[config.mk]
export PLATFORM = sky130hd
export DESIGN_NAME = dds_sweep_sequencer_flat
export DESIGN_NICKNAME = d
export VERILOG_FILES = /design/src/rtl/dds_sweep_sequencer_if.sv /design/src/rtl/dds_sweep_sequencer.sv /design/src/flat_wrapper.sv
export SDC_FILE = /design/constraint.sdc
export NUM_CORES = 1
export LEC_CHECK = 0
export ABC_AREA = 1
export ABC_CLOCK_PERIOD_IN_PS = 11000
export CORE_ASPECT_RATIO = 0.75
export CORE_MARGIN = 5
export CORE_UTILIZATION = 55
export CTS_CLUSTER_DIAMETER = 60
export DETAILED_ROUTE_END_ITERATION = 16
export PLACE_DENSITY = 0.84
export SYNTH_ARGS = -nofsm -noshare
export SYNTH_HDL_FRONTEND = slang
export SYNTH_SLANG_ARGS = --single-unit
[constraint.sdc]
create_clock -name clk -period 11 [get_ports clk]
set_clock_uncertainty 0.2 [all_clocks]
set_input_delay 2.2 -clock clk [delete_from_list [all_inputs] [get_ports clk]]
set_output_delay 2.2 -clock clk [all_outputs]
set_load 0.005 [all_outputs]
[src/rtl/dds_sweep_sequencer_if.sv]
// Load handshake between the sweep sequencer and the AD9850 serial loader.
interface dds_sweep_sequencer_if #(
  parameter int unsigned TW_WIDTH = 32
);
  logic                load_valid;
  logic                load_ready;
  logic [TW_WIDTH-1:0] load_tw;
  logic [7:0]          load_ctrl;

  modport master (output load_valid, load_tw, load_ctrl, input load_ready);
  modport slave  (input load_valid, load_tw, load_ctrl, output load_ready);
endinterface

[src/rtl/dds_sweep_sequencer.sv]
// AD9850 frequency-sweep sequencer: steps a tuning word with a per-word dwell,
// offers each word to the serial loader, and parks the DDS at 0 Hz on abort.
module dds_sweep_sequencer #(
  parameter int unsigned TW_WIDTH    = 32,
  parameter int unsigned STEP_WIDTH  = 16,
  parameter int unsigned DWELL_WIDTH = 24
) (
  input  logic                   clk,
  input  logic                   reset,
  input  logic                   start,
  input  logic                   abort,
  input  logic [TW_WIDTH-1:0]    cfg_start_tw,
  input  logic [TW_WIDTH-1:0]    cfg_step_tw,
  input  logic [STEP_WIDTH-1:0]  cfg_steps,
  input  logic [DWELL_WIDTH-1:0] cfg_dwell,
  input  logic                   cfg_repeat,
  dds_sweep_sequencer_if.master  load,
  output logic                   busy,
  output logic                   done,
  output logic                   aborted,
  output logic [STEP_WIDTH-1:0]  step_idx
);

  typedef enum logic [1:0] {IDLE, OFFER, DWELL, PARK} state_e;

  localparam logic [STEP_WIDTH-1:0]  STEP_ONE  = STEP_WIDTH'(1);
  localparam logic [DWELL_WIDTH-1:0] DWELL_ONE = DWELL_WIDTH'(1);

  state_e                 state_q, state_d;
  logic                   load_valid_q, load_valid_d;
  logic [TW_WIDTH-1:0]    load_tw_q, load_tw_d;
  logic                   busy_q, busy_d;
  logic                   done_q, done_d;
  logic                   aborted_q, aborted_d;
  logic [STEP_WIDTH-1:0]  step_idx_q, step_idx_d;
  logic [DWELL_WIDTH-1:0] dwell_cnt_q, dwell_cnt_d;
  logic                   abort_flag_q, abort_flag_d;
  logic [TW_WIDTH-1:0]    sh_start_tw_q, sh_start_tw_d;
  logic [TW_WIDTH-1:0]    sh_step_tw_q, sh_step_tw_d;
  logic [STEP_WIDTH-1:0]  sh_steps_q, sh_steps_d;
  logic [DWELL_WIDTH-1:0] sh_dwell_q, sh_dwell_d;
  logic                   sh_repeat_q, sh_repeat_d;
  logic                   xfer;

  assign xfer = load_valid_q && load.load_ready;

  always_comb begin
    state_d       = state_q;
    load_valid_d  = load_valid_q;
    load_tw_d     = load_tw_q;
    done_d        = 1'b0;
    aborted_d     = 1'b0;
    step_idx_d    = step_idx_q;
    dwell_cnt_d   = dwell_cnt_q;
    abort_flag_d  = abort_flag_q;
    sh_start_tw_d = sh_start_tw_q;
    sh_step_tw_d  = sh_step_tw_q;
    sh_steps_d    = sh_steps_q;
    sh_dwell_d    = sh_dwell_q;
    sh_repeat_d   = sh_repeat_q;

    case (state_q)
      IDLE: begin
        if (start && !abort) begin
          sh_start_tw_d = cfg_start_tw;
          sh_step_tw_d  = cfg_step_tw;
          sh_steps_d    = cfg_steps;
          sh_dwell_d    = cfg_dwell;
          sh_repeat_d   = cfg_repeat;
          abort_flag_d  = 1'b0;
          step_idx_d    = '0;
          load_tw_d     = cfg_start_tw;
          load_valid_d  = 1'b1;
          state_d       = OFFER;
        end
      end
      OFFER: begin
        if (abort) abort_flag_d = 1'b1;
        if (xfer) begin
          if (abort_flag_q || abort) begin
            // load_valid stays high: the park word follows with no gap or dwell
            abort_flag_d = 1'b0;
            load_tw_d    = '0;
            state_d      = PARK;
          end else begin
            load_valid_d = 1'b0;
            dwell_cnt_d  = (sh_dwell_q == '0) ? DWELL_ONE : sh_dwell_q;
            state_d      = DWELL;
          end
        end
      end
      DWELL: begin
        // load_tw_q still holds the current word here and serves as the accumulator
        if (abort) begin
          load_valid_d = 1'b1;
          load_tw_d    = '0;
          state_d      = PARK;
        end else if (dwell_cnt_q <= DWELL_ONE) begin
          if (step_idx_q < sh_steps_q) begin
            load_tw_d    = load_tw_q + sh_step_tw_q;
            step_idx_d   = step_idx_q + STEP_ONE;
            load_valid_d = 1'b1;
            state_d      = OFFER;
          end else if (sh_repeat_q) begin
            load_tw_d    = sh_start_tw_q;
            step_idx_d   = '0;
            load_valid_d = 1'b1;
            state_d      = OFFER;
          end else begin
            done_d  = 1'b1;
            state_d = IDLE;
          end
        end else begin
          dwell_cnt_d = dwell_cnt_q - DWELL_ONE;
        end
      end
      PARK: begin
        if (xfer) begin
          load_valid_d = 1'b0;
          aborted_d    = 1'b1;
          state_d      = IDLE;
        end
      end
      default: state_d = IDLE;
    endcase

    busy_d = (state_d != IDLE);
  end

  always_ff @(posedge clk or posedge reset) begin
    if (reset) begin
      state_q       <= IDLE;
      load_valid_q  <= 1'b0;
      load_tw_q     <= '0;
      busy_q        <= 1'b0;
      done_q        <= 1'b0;
      aborted_q     <= 1'b0;
      step_idx_q    <= '0;
      dwell_cnt_q   <= '0;
      abort_flag_q  <= 1'b0;
      sh_start_tw_q <= '0;
      sh_step_tw_q  <= '0;
      sh_steps_q    <= '0;
      sh_dwell_q    <= '0;
      sh_repeat_q   <= 1'b0;
    end else begin
      state_q       <= state_d;
      load_valid_q  <= load_valid_d;
      load_tw_q     <= load_tw_d;
      busy_q        <= busy_d;
      done_q        <= done_d;
      aborted_q     <= aborted_d;
      step_idx_q    <= step_idx_d;
      dwell_cnt_q   <= dwell_cnt_d;
      abort_flag_q  <= abort_flag_d;
      sh_start_tw_q <= sh_start_tw_d;
      sh_step_tw_q  <= sh_step_tw_d;
      sh_steps_q    <= sh_steps_d;
      sh_dwell_q    <= sh_dwell_d;
      sh_repeat_q   <= sh_repeat_d;
    end
  end

  assign load.load_valid = load_valid_q;
  assign load.load_tw    = load_tw_q;
  assign load.load_ctrl  = '0;
  assign busy            = busy_q;
  assign done            = done_q;
  assign aborted         = aborted_q;
  assign step_idx        = step_idx_q;

endmodule
[src/flat_wrapper.sv]
// flat-port wrapper written by rule: the top's interface ports become plain ports
module dds_sweep_sequencer_flat 
#(
  parameter int unsigned TW_WIDTH    = 32,
  parameter int unsigned STEP_WIDTH  = 16,
  parameter int unsigned DWELL_WIDTH = 24
)
  (clk, reset, start, abort, cfg_start_tw, cfg_step_tw, cfg_steps, cfg_dwell, cfg_repeat, busy, done, aborted, step_idx, load_load_valid, load_load_tw, load_load_ctrl, load_load_ready);
  dds_sweep_sequencer_if #(.TW_WIDTH(TW_WIDTH)) load_i ();
  input  logic clk;
  input  logic reset;
  input  logic start;
  input  logic abort;
  input  logic [TW_WIDTH-1:0] cfg_start_tw;
  input  logic [TW_WIDTH-1:0] cfg_step_tw;
  input  logic [STEP_WIDTH-1:0] cfg_steps;
  input  logic [DWELL_WIDTH-1:0] cfg_dwell;
  input  logic cfg_repeat;
  output logic busy;
  output logic done;
  output logic aborted;
  output logic [STEP_WIDTH-1:0] step_idx;
  output wire logic [$bits(load_i.load_valid)-1:0] load_load_valid;
  output wire logic [$bits(load_i.load_tw)-1:0] load_load_tw;
  output wire logic [$bits(load_i.load_ctrl)-1:0] load_load_ctrl;
  input wire logic [$bits(load_i.load_ready)-1:0] load_load_ready;
  assign load_load_valid = load_i.load_valid;
  assign load_load_tw = load_i.load_tw;
  assign load_load_ctrl = load_i.load_ctrl;
  assign load_i.load_ready = load_load_ready;
  dds_sweep_sequencer #(.TW_WIDTH(TW_WIDTH), .STEP_WIDTH(STEP_WIDTH), .DWELL_WIDTH(DWELL_WIDTH)) u_core (.clk(clk), .reset(reset), .start(start), .abort(abort), .cfg_start_tw(cfg_start_tw), .cfg_step_tw(cfg_step_tw), .cfg_steps(cfg_steps), .cfg_dwell(cfg_dwell), .cfg_repeat(cfg_repeat), .load(load_i), .busy(busy), .done(done), .aborted(aborted), .step_idx(step_idx));
endmodule
* Word level (Yosys, flattened, before mapping)
Index checks and enable logic that the tools add are counted.
Word-level totals: bits in registers 184, output and inout port bits 60, word-level logic and storage cells 100
Operators by class: add/sub/neg operators 3, $lt $le $gt $ge 2, equality and inequality tests 14, mux-type cells 50, reductions and logical operators 17
Operators by type and width (number):
- $mux 32 | 7
- $mux 24 | 5
- $pmux 32 s3 | 1
- $mux 16 | 5
- $pmux 24 s2 | 1
- $add 32x32->32 | 1
- $pmux 16 s2 | 1
- $le 24x1->1 const B | 1
- $logic_not 24->1 | 1
- $sub 24x1->24 const B | 1
- $mux 1 | 21
- $add 16x1->16 const B | 1
- $lt 16x16->1 | 1
- $mux 2 | 6
- $reduce_and 6->1 | 2
- $ne 2x1->1 const B | 5
- $reduce_and 5->1 | 2
- $pmux 2 s4 | 1
- $reduce_bool 2->1 | 4
- $ne 2x2->1 const B | 3
- $eq 2x2->1 const B | 2
- $ne 4x2->1 const B | 1
- $pmux 1 s4 | 1
- $reduce_and 2->1 | 2
- 9 further kinds | 10

* Longest topological paths before layout
Gate-level depths: netlist of run 1.
word-level depth 6, mapped depth 18, gate-level depth less buffers 17

* Least setup slack after synthesis of run 1
OpenSTA, ideal clock, no wires.
path type input to register, start point input port load_load_ready, end point register u_core.dwell_cnt_q[5], arrival time 3.185 ns, data required time 10.723 ns, slack 7.539 ns, stages on the path 9, cells stage by stage nand2_1 -> nand2_1 -> nand2_1 -> a21oi_1 -> a21boi_1 -> buf_4 -> buf_6 -> o211ai_1 -> o21ai_1
Between the ends: word-level cells in the longest chain between the ends 3
RTL lines:
- start: declaration | RTL line flat_wrapper.sv:26 | input wire logic [$bits(load_i.load_ready)-1:0] load_load_ready;
- $logic_and 1x1->1 | RTL line dds_sweep_sequencer.sv:45 | assign xfer = load_valid_q && load.load_ready;
- $ne 2x1->1 (no line)
- $reduce_and 5->1 (no line)
- end signal: assignment | RTL line dds_sweep_sequencer.sv:154 | dwell_cnt_q <= dwell_cnt_d;
- end: declaration | RTL line dds_sweep_sequencer.sv:36 | logic [DWELL_WIDTH-1:0] dwell_cnt_q, dwell_cnt_d;
No other way between the ends. A chain may end at the register's enable or synchronous reset.

* Final worst setup path of run 1
start point input port abort, end point register u_core.load_tw_q[22] (netlist: u_core.load.load_tw[22])
Between the ends: word-level cells in the longest chain between the ends 4
RTL lines:
- start: declaration | RTL line flat_wrapper.sv:13 | input logic abort;
- $logic_not 1->1 | RTL line dds_sweep_sequencer.sv:64 | if (start && !abort) begin
- $logic_and 1x1->1 | RTL line dds_sweep_sequencer.sv:64
- $ne 2x1->1 (no line)
- $reduce_and 6->1 (no line)
- end signal: assignment | RTL line dds_sweep_sequencer.sv:149 | load_tw_q <= load_tw_d;
- end: declaration | RTL line dds_sweep_sequencer.sv:31 | logic [TW_WIDTH-1:0] load_tw_q, load_tw_d;
Several ways; a longest one is shown, not always the timed one.

==> results of run 1 <==
## final cells by class
class	count	area, sq um
fill	1783	7029
multi-input combinational	1206	6046
sequential	184	4604
clock buffer	20	456.7
tap	288	360.3
clock inverter	11	138.9
inverter	254	960.9
timing repair buffer	165	1642
## cells by family (layout without fill, tap and decap cells)
group / Yosys count / count (layout) / share of synthesized area
mux: 35 / 35 / 0.03304
other cells: 1 / 8 / 0.0003144
buf+inv: 314 / 450 / 0.1102
flops: 184 / 184 / 0.3860
simple gates: 856 / 856 / 0.2917
compound gates: 221 / 221 / 0.09756
fa+ha+maj: 55 / 55 / 0.05832
xor+xnor: 31 / 31 / 0.02276
## synth_stat cells (6+ instances only)
master,count
xor2_1,18
ha_1,54
inv_1,244
nand3_1,73
nand2_1,553
and3_1,7
nor3_1,11
buf_4,15
clkbuf_1,13
xnor2_1,13
inv_2,9
nor2_1,169
nand4_1,16
o21ai_1,24
mux2_2,35
buf_2,25
o21ai_0,42
and2_1,6
dfrtp_1,184
a21oi_1,134
## stage by stage
step | std cells | utilization
after floorplan | 1704 | -
after global placement | 2097 | 0.6410
final | 2128 | 0.6690
after detailed placement | 2097 | 0.6410
after CTS | 2128 | 0.6690
after global routing | 2128 | 0.6690
## power breakdown
group	switching, W	internal [W]	total (W)
clock network	0.000284	0.000351	0.000635
registers	0.000000124	0.000676	0.000676
logic	0.0000239	0.0000348	0.0000587
## registers in the layout (all words and copies together), names as in the netlist
register	flops
u_core.busy	1
u_core.sh_step_tw_q	32
u_core.load.load_tw	32
u_core.sh_repeat_q	1
u_core.step_idx	16
u_core.sh_dwell_q	24
u_core.load.load_valid	1
u_core.done	1
u_core.sh_start_tw_q	32
u_core.dwell_cnt_q	24
u_core.abort_flag_q	1
u_core.aborted	1
u_core.sh_steps_q	16
u_core.state_q	2
## metal layers
layer  wire (um)  up-vias  GRT usage
met5           0        -          0
met4         469        0    0.05793
met3        2226       47    0.04909
met2       14940      448     0.4403
met1       15540     5265     0.3854
li1            -     5548          -
## worst max-delay path, cell delays in order
cell and delay, ns:
clkdlybuf4s50_1 0.54, nor2_4 0.18, inv_1 0.09, nor2_1 0.71, inv_1 0.70, a21oi_1 0.31, nand2_1 0.08, nand2_1 0.12
nand2_1 0.08, nand2_1 0.09
## how the worst max path moves through the flow
stage               start                                   to  slack, ns  cells past startpoint
floorplan           reset      u_core.abort_flag_q$_DFFE_PP0P_       3.60                      1
CTS                 abort  u_core.sh_step_tw_q[27]$_DFFE_PP0P_       6.14                      7
global route        abort  u_core.load.load_tw[20]$_DFFE_PP0P_       5.92                     10
finish              abort  u_core.load.load_tw[22]$_DFFE_PP0P_       6.06                     10
global placement    abort     u_core.sh_dwell_q[1]$_DFFE_PP0P_       5.73                      7
detailed placement  abort  u_core.sh_step_tw_q[30]$_DFFE_PP0P_       5.68                      7
==> results.md, run 1 <==
* Final Hold Vio Count at 0
* Pwr Total at 0.001370 W
* Highest-count cells in the layout ignoring fill and taps: 552 x nand2_1, 243 x inv_1, 184 x dfrtp_1
* Yosys warning total at 0
* Cts bufs inserted at 17
* Dpl cell area at 0.01361 sq mm
* Largest net degree at the start of global routing at 109
* Area grow syn2layout at 19.12%
* Die width at 180.0 um
* Clock root buffer master: clkbuf_16
* Max Slew Vio Count at 0
* Req. time, crit path at 11.17 ns
* WP data arrival at 5.11 ns
* Top cells by area, synth: dfrtp_1 39%, nand2_1 17%, inv_1 7.7%
* H-Tree Level Count at 4
* Vias in the first global route at 10917
* Final WL at 33180 um
* Leading area contributor after synthesis: dfrtp_1
* Critical path peak fanout at 22
* Hold Path Origin: u_core.sh_start_tw_q[15]$_DFFE_PP0P_
* Synth cell types at 48
* RSZ-0062 raised after global routing: no
* Die height at 137.5 um
* Initial Utilization at 0.5616
* CTS tree: done
* NumNets Final at 1993
* Setup WS pre-CTS at 5.682 ns
* Final worst slack at 6.059 ns
* Register area share after synthesis at 0.3860
* Min-Delay Path Depth at 2
* Clk_lat worst skew at 0.44 ns
* Main synth FF type: dfrtp_1
* Post-Route Setup TNS at 0 ns
* DP HPWL at 23850 um
* HP Class: flip-flop to flip-flop
* Pwr Density at 96.43 mW/mm^2
* R2R depth at 10
* First-pass GRT wire length at 54900 um
* Post-synth EDFFs at 0
* Vias at 11308
* Cell Area, Synth at 0.01193 sq mm
* Port bufs at 161
* R2R Setup Slk at 7.06 ns
* Slew margin rel. at 0.2214
* Mean number of vias per cell at 5.314
* Share of flip-flops with an asynchronous set or reset at 1.000
* Critical Path Start Type: primary input
* Finished Cell Area at 0.01421 sq mm
* Core Area at 0.02124 sq mm
* Rows at 46
* Die footprint at 0.02476 sq mm
* Setup bufs post-CTS at 0
* Fraction of the cycle the final worst path needs at 0.4492
* Fmax at 0.2024 GHz
* Post-Synthesis Cells at 1697
* Crit path kind: primary input to flip-flop
* # clock sinks at 184
* Grt total ovfl at 0
* Most common cell after layout, fill and taps aside: nand2_1
* Global Route Usage Sum at 0.2709
* Max-cap violations at 0
* Post-DRT Antenna Nets at 0
* WHS at 0.2976 ns
* Drt pass-1 iters at 6
* DR WL/cell at 15.59 um
* Worst hold endpoint: u_core.sh_start_tw_q[15]$_DFFE_PP0P_
* Reg2Reg Launch Point: u_core.state_q[0]$_DFF_PP0_
* Initial detailed-routing violation count at 1275
* Worst-Margin Slew at 1.167 ns
* CP endpoint kind: flip-flop
* Top-area cell type share of the netlist area at 0.3860
* Final estimated routing congestion in global placement at 0.9681
* Min Tclk post-route at 4.941 ns
* Layout cells sized above 1 at 0.05380
* Initial antenna violation count at 0
* Reg clk slew, reported paths at 0.07 ns
* Worst vdd ir at 0.1036 mV
* Synth Register Bits at 184
* Mean post-synth cell area at 7.029 sq um
* R2r endpoint: u_core.load.load_tw[22]$_DFFE_PP0P_
* Final setup viols at 0
* Hold_buf cts at 0
* Ports at 170
* Ant diodes at 0
* Clk buf depth at 2
* CTS resizes at 0
* Leakage power at 7.656 nW
* DR DRC count at 0
* Status: complete, no violations
No activity file was read; power rests on OpenSTA's default activity.
==> inputs of run 2 (changes only) <==
--- a/config.mk
+++ b/config.mk
@@ -6,7 +6,7 @@
 export NUM_CORES = 1
 export LEC_CHECK = 0
 export ABC_AREA = 1
-export ABC_CLOCK_PERIOD_IN_PS = 11000
+export ABC_CLOCK_PERIOD_IN_PS = 5000
 export CORE_ASPECT_RATIO = 0.75
 export CORE_MARGIN = 5
 export CORE_UTILIZATION = 55
==> constraint.sdc (replaced) <==
create_clock -name clk -period 5 [get_ports clk]
set_clock_uncertainty 0.2 [all_clocks]
set_input_delay 1 -clock clk [delete_from_list [all_inputs] [get_ports clk]]
set_output_delay 1 -clock clk [all_outputs]
set_load 0.005 [all_outputs]
==> results.md, run 2 (same netlist as run 1, synthesis figures left out) <==
* Worst-Margin Slew at 1.107 ns (was 1.167 ns)
* Internal Power at 0.002265 W (was 0.001062 W)
* Core Area at 0.02124 sq mm (unchanged)
* # clock sinks at 184 (unchanged)
* Global Route Usage Sum at 0.2692 (was 0.2709)
* Die width at 180.0 um (unchanged)
* Clock root buffer master: clkbuf_16 (unchanged)
* Slew margin rel. at 0.2620 (was 0.2214)
* Worst vdd ir at 0.2259 mV (was 0.1036 mV)
* RSZ-0062 raised after global routing: no (unchanged)
* Layout fillers at 1772 (was 1783)
* Ant diodes at 0 (unchanged)
* CTS tree: done (unchanged)
* H-Tree Level Count at 4 (unchanged)
* Vias in the first global route at 10924 (was 10917)
* Highest-count cells in the layout ignoring fill and taps: 552 x nand2_1, 243 x inv_1, 184 x dfrtp_1 (unchanged)
* Critical Path Start Type: flip-flop (was primary input)
* CP Depth at 12 (was 10)
* DR DRC count at 0 (unchanged)
* Post-Route Setup TNS at 0 ns (unchanged)
* Final estimated routing congestion in global placement at 0.9769 (was 0.9681)
* CP endpoint kind: flip-flop (unchanged)
* Pwr Density at 207.9 mW/mm^2 (was 96.43 mW/mm^2)
* Drt pass-1 iters at 6 (unchanged)
* Sw power at 0.0006982 W (was 0.0003078 W)
* R2R depth at 12 (was 10)
* Final Hold Vio Count at 0 (unchanged)
* Final setup viols at 0 (unchanged)
* Multi-input logic area at 0.006046 sq mm (unchanged)
* Most common cell after layout, fill and taps aside: nand2_1 (unchanged)
* Clk_lat worst skew at 0.44 ns (about the same)
* Largest net degree at the start of global routing at 185 (was 109)
* WHS at 0.3048 ns (was 0.2976 ns)
* Max incr delay on CP at 0.47 ns (was 0.71 ns)
* Flop pwr share at 0.502 (was 0.494)
* Cts bufs inserted at 17 (unchanged)
* Mean number of vias per cell at 5.276 (was 5.314)
* Combinational Power Share at 0.044 (was 0.043)
* Layout cells sized above 1 at 0.05793 (was 0.05380)
* Port bufs at 161 (unchanged)
* Final WL at 32650 um (was 33180 um)
* CTS resizes at 0 (unchanged)
* DR WL/cell at 15.29 um (was 15.59 um)
* Ports at 170 (unchanged)
* Leakage power at 7.681 nW (was 7.656 nW)
* Clk pwr share at 0.454 (was 0.464)
* Grt total ovfl at 0 (unchanged)
* NumNets Final at 1999 (was 1993)
* Die footprint at 0.02476 sq mm (unchanged)
* Status: complete, no violations (unchanged)
* Fraction of the cycle the final worst path needs at 0.6238
* Setup bufs post-CTS at 0 (unchanged)
* Finished Cell Area at 0.01425 sq mm (was 0.01421 sq mm)
* Critical path's top delay family: simple AND/OR/NAND/NOR gates (was buffers and inverters)
* Sw Ratio at 0.2356 (was 0.2247)
* Slowest-stage cell, CP: dfrtp_1 (was nor2_1)
* DP HPWL at 23900 um (was 23850 um)
* Register area at 0.004604 sq mm (unchanged)
* CP Cell Sequence: ha_1, nand2_1, nor4_1, nand2_1, nand2_2, buf_4, inv_2, nand3_1, nand2_1, nand2_1, nand2_1, nand2_1 (was clkdlybuf4s50_1, nor2_4, inv_1, nor2_1, inv_1, a21oi_1, nand2_1, nand2_1, nand2_1, nand2_1)
* Die height at 137.5 um (unchanged)
* Crit path kind: flip-flop to flip-flop (was primary input to flip-flop)
* Area grow syn2layout at 19.49% (was 19.12%)
* Fmax at 0.3206 GHz
* Clk buf depth at 2 (unchanged)
* WP data arrival at 3.30 ns (was 5.11 ns)
* Req. time, crit path at 5.18 ns (was 11.17 ns)
* Initial detailed-routing violation count at 925 (was 1275)
* Reg clk slew, reported paths at 0.07 ns (about the same)
* First-pass GRT wire length at 54480 um (was 54900 um)
* Most used cell, CP: nand2_1 (unchanged)
* Max Slew Vio Count at 0 (unchanged)
* Hold_buf cts at 0 (unchanged)
* Initial antenna violation count at 0 (unchanged)
* Post-DRT Antenna Nets at 0 (unchanged)
* Vias at 11265 (was 11308)
* Min Tclk post-route at 3.119 ns
* Initial Utilization at 0.5616 (unchanged)
* Rows at 46 (unchanged)
* Min-Delay Path Depth at 2 (unchanged)
* Dpl cell area at 0.01368 sq mm (was 0.01361 sq mm)
* Buf+Inv Stages, Crit Path at 2 (was 3)
* Max-cap violations at 0 (unchanged)
* HP Class: flip-flop to flip-flop (unchanged)
* Critical path peak fanout at 41 (was 22)
* Final core occ at 0.6711 (was 0.6690)
run 2: per-layer routing:
metal | up-vias | wire [um] | GRT usage
li1 | 5565 | - | -
met1 | 5247 | 15120 | 0.3842
met2 | 419 | 14770 | 0.4320
met3 | 34 | 2364 | 0.05384
met4 | 0 | 389 | 0.05626
met5 | - | 0 | 0
run 2: stage by stage:
step | total power, W | setup slack [ns] | cells
floorplan | 0.001548 | 1.435 | 1704
global placement | 0.001648 | 1.640 | 2103
detailed placement | 0.001648 | 1.570 | 2103
CTS | 0.002987 | 1.936 | 2135
global route | 0.003060 | 1.675 | 2135
finish | 0.002963 | 1.881 | 2135
run 2: worst paths after layout:
kind | startpoint | endpoint | slack, ns
max | u_core.step_idx[13]$_DFFE_PP0P_ | u_core.load.load_tw[27]$_DFFE_PP0P_ | 1.88
min reg2reg | u_core.sh_start_tw_q[15]$_DFFE_PP0P_ | u_core.sh_start_tw_q[15]$_DFFE_PP0P_ | 0.30
min in group asynchronous | reset | u_core.sh_steps_q[1]$_DFFE_PP0P_ | 0.90
min | u_core.sh_start_tw_q[15]$_DFFE_PP0P_ | u_core.sh_start_tw_q[15]$_DFFE_PP0P_ | 0.30
max in group asynchronous | reset | u_core.load.load_tw[14]$_DFFE_PP0P_ | 2.78
max reg2reg | u_core.step_idx[13]$_DFFE_PP0P_ | u_core.load.load_tw[27]$_DFFE_PP0P_ | 1.88
run 2: layout make-up:
class | count | area share
well taps | 288 | 0.02528
clock inverters | 15 | 0.01018
flip-flops and latches | 184 | 0.3231
inverters | 254 | 0.06733
clock buffers | 17 | 0.02985
multi-input cells | 1206 | 0.4242
repair buffers | 171 | 0.1201
run 2: tightest hold or removal path, cell delays in order, from the launching register on:
cell and delay (ns):
dfrtp_1 0.35, nand2_1 0.05, o21ai_0 0.06
run 2: power by group through the flow:
stage / logic (W) / registers, W / clock network, W
finish: 0.000130 / 0.00149 / 0.00135
global route: 0.000142 / 0.00149 / 0.00143
CTS: 0.000133 / 0.00149 / 0.00137
detailed placement: 0.000132 / 0.00152 / 0
global placement: 0.000131 / 0.00152 / 0
floorplan: 0.0000306 / 0.00152 / 0
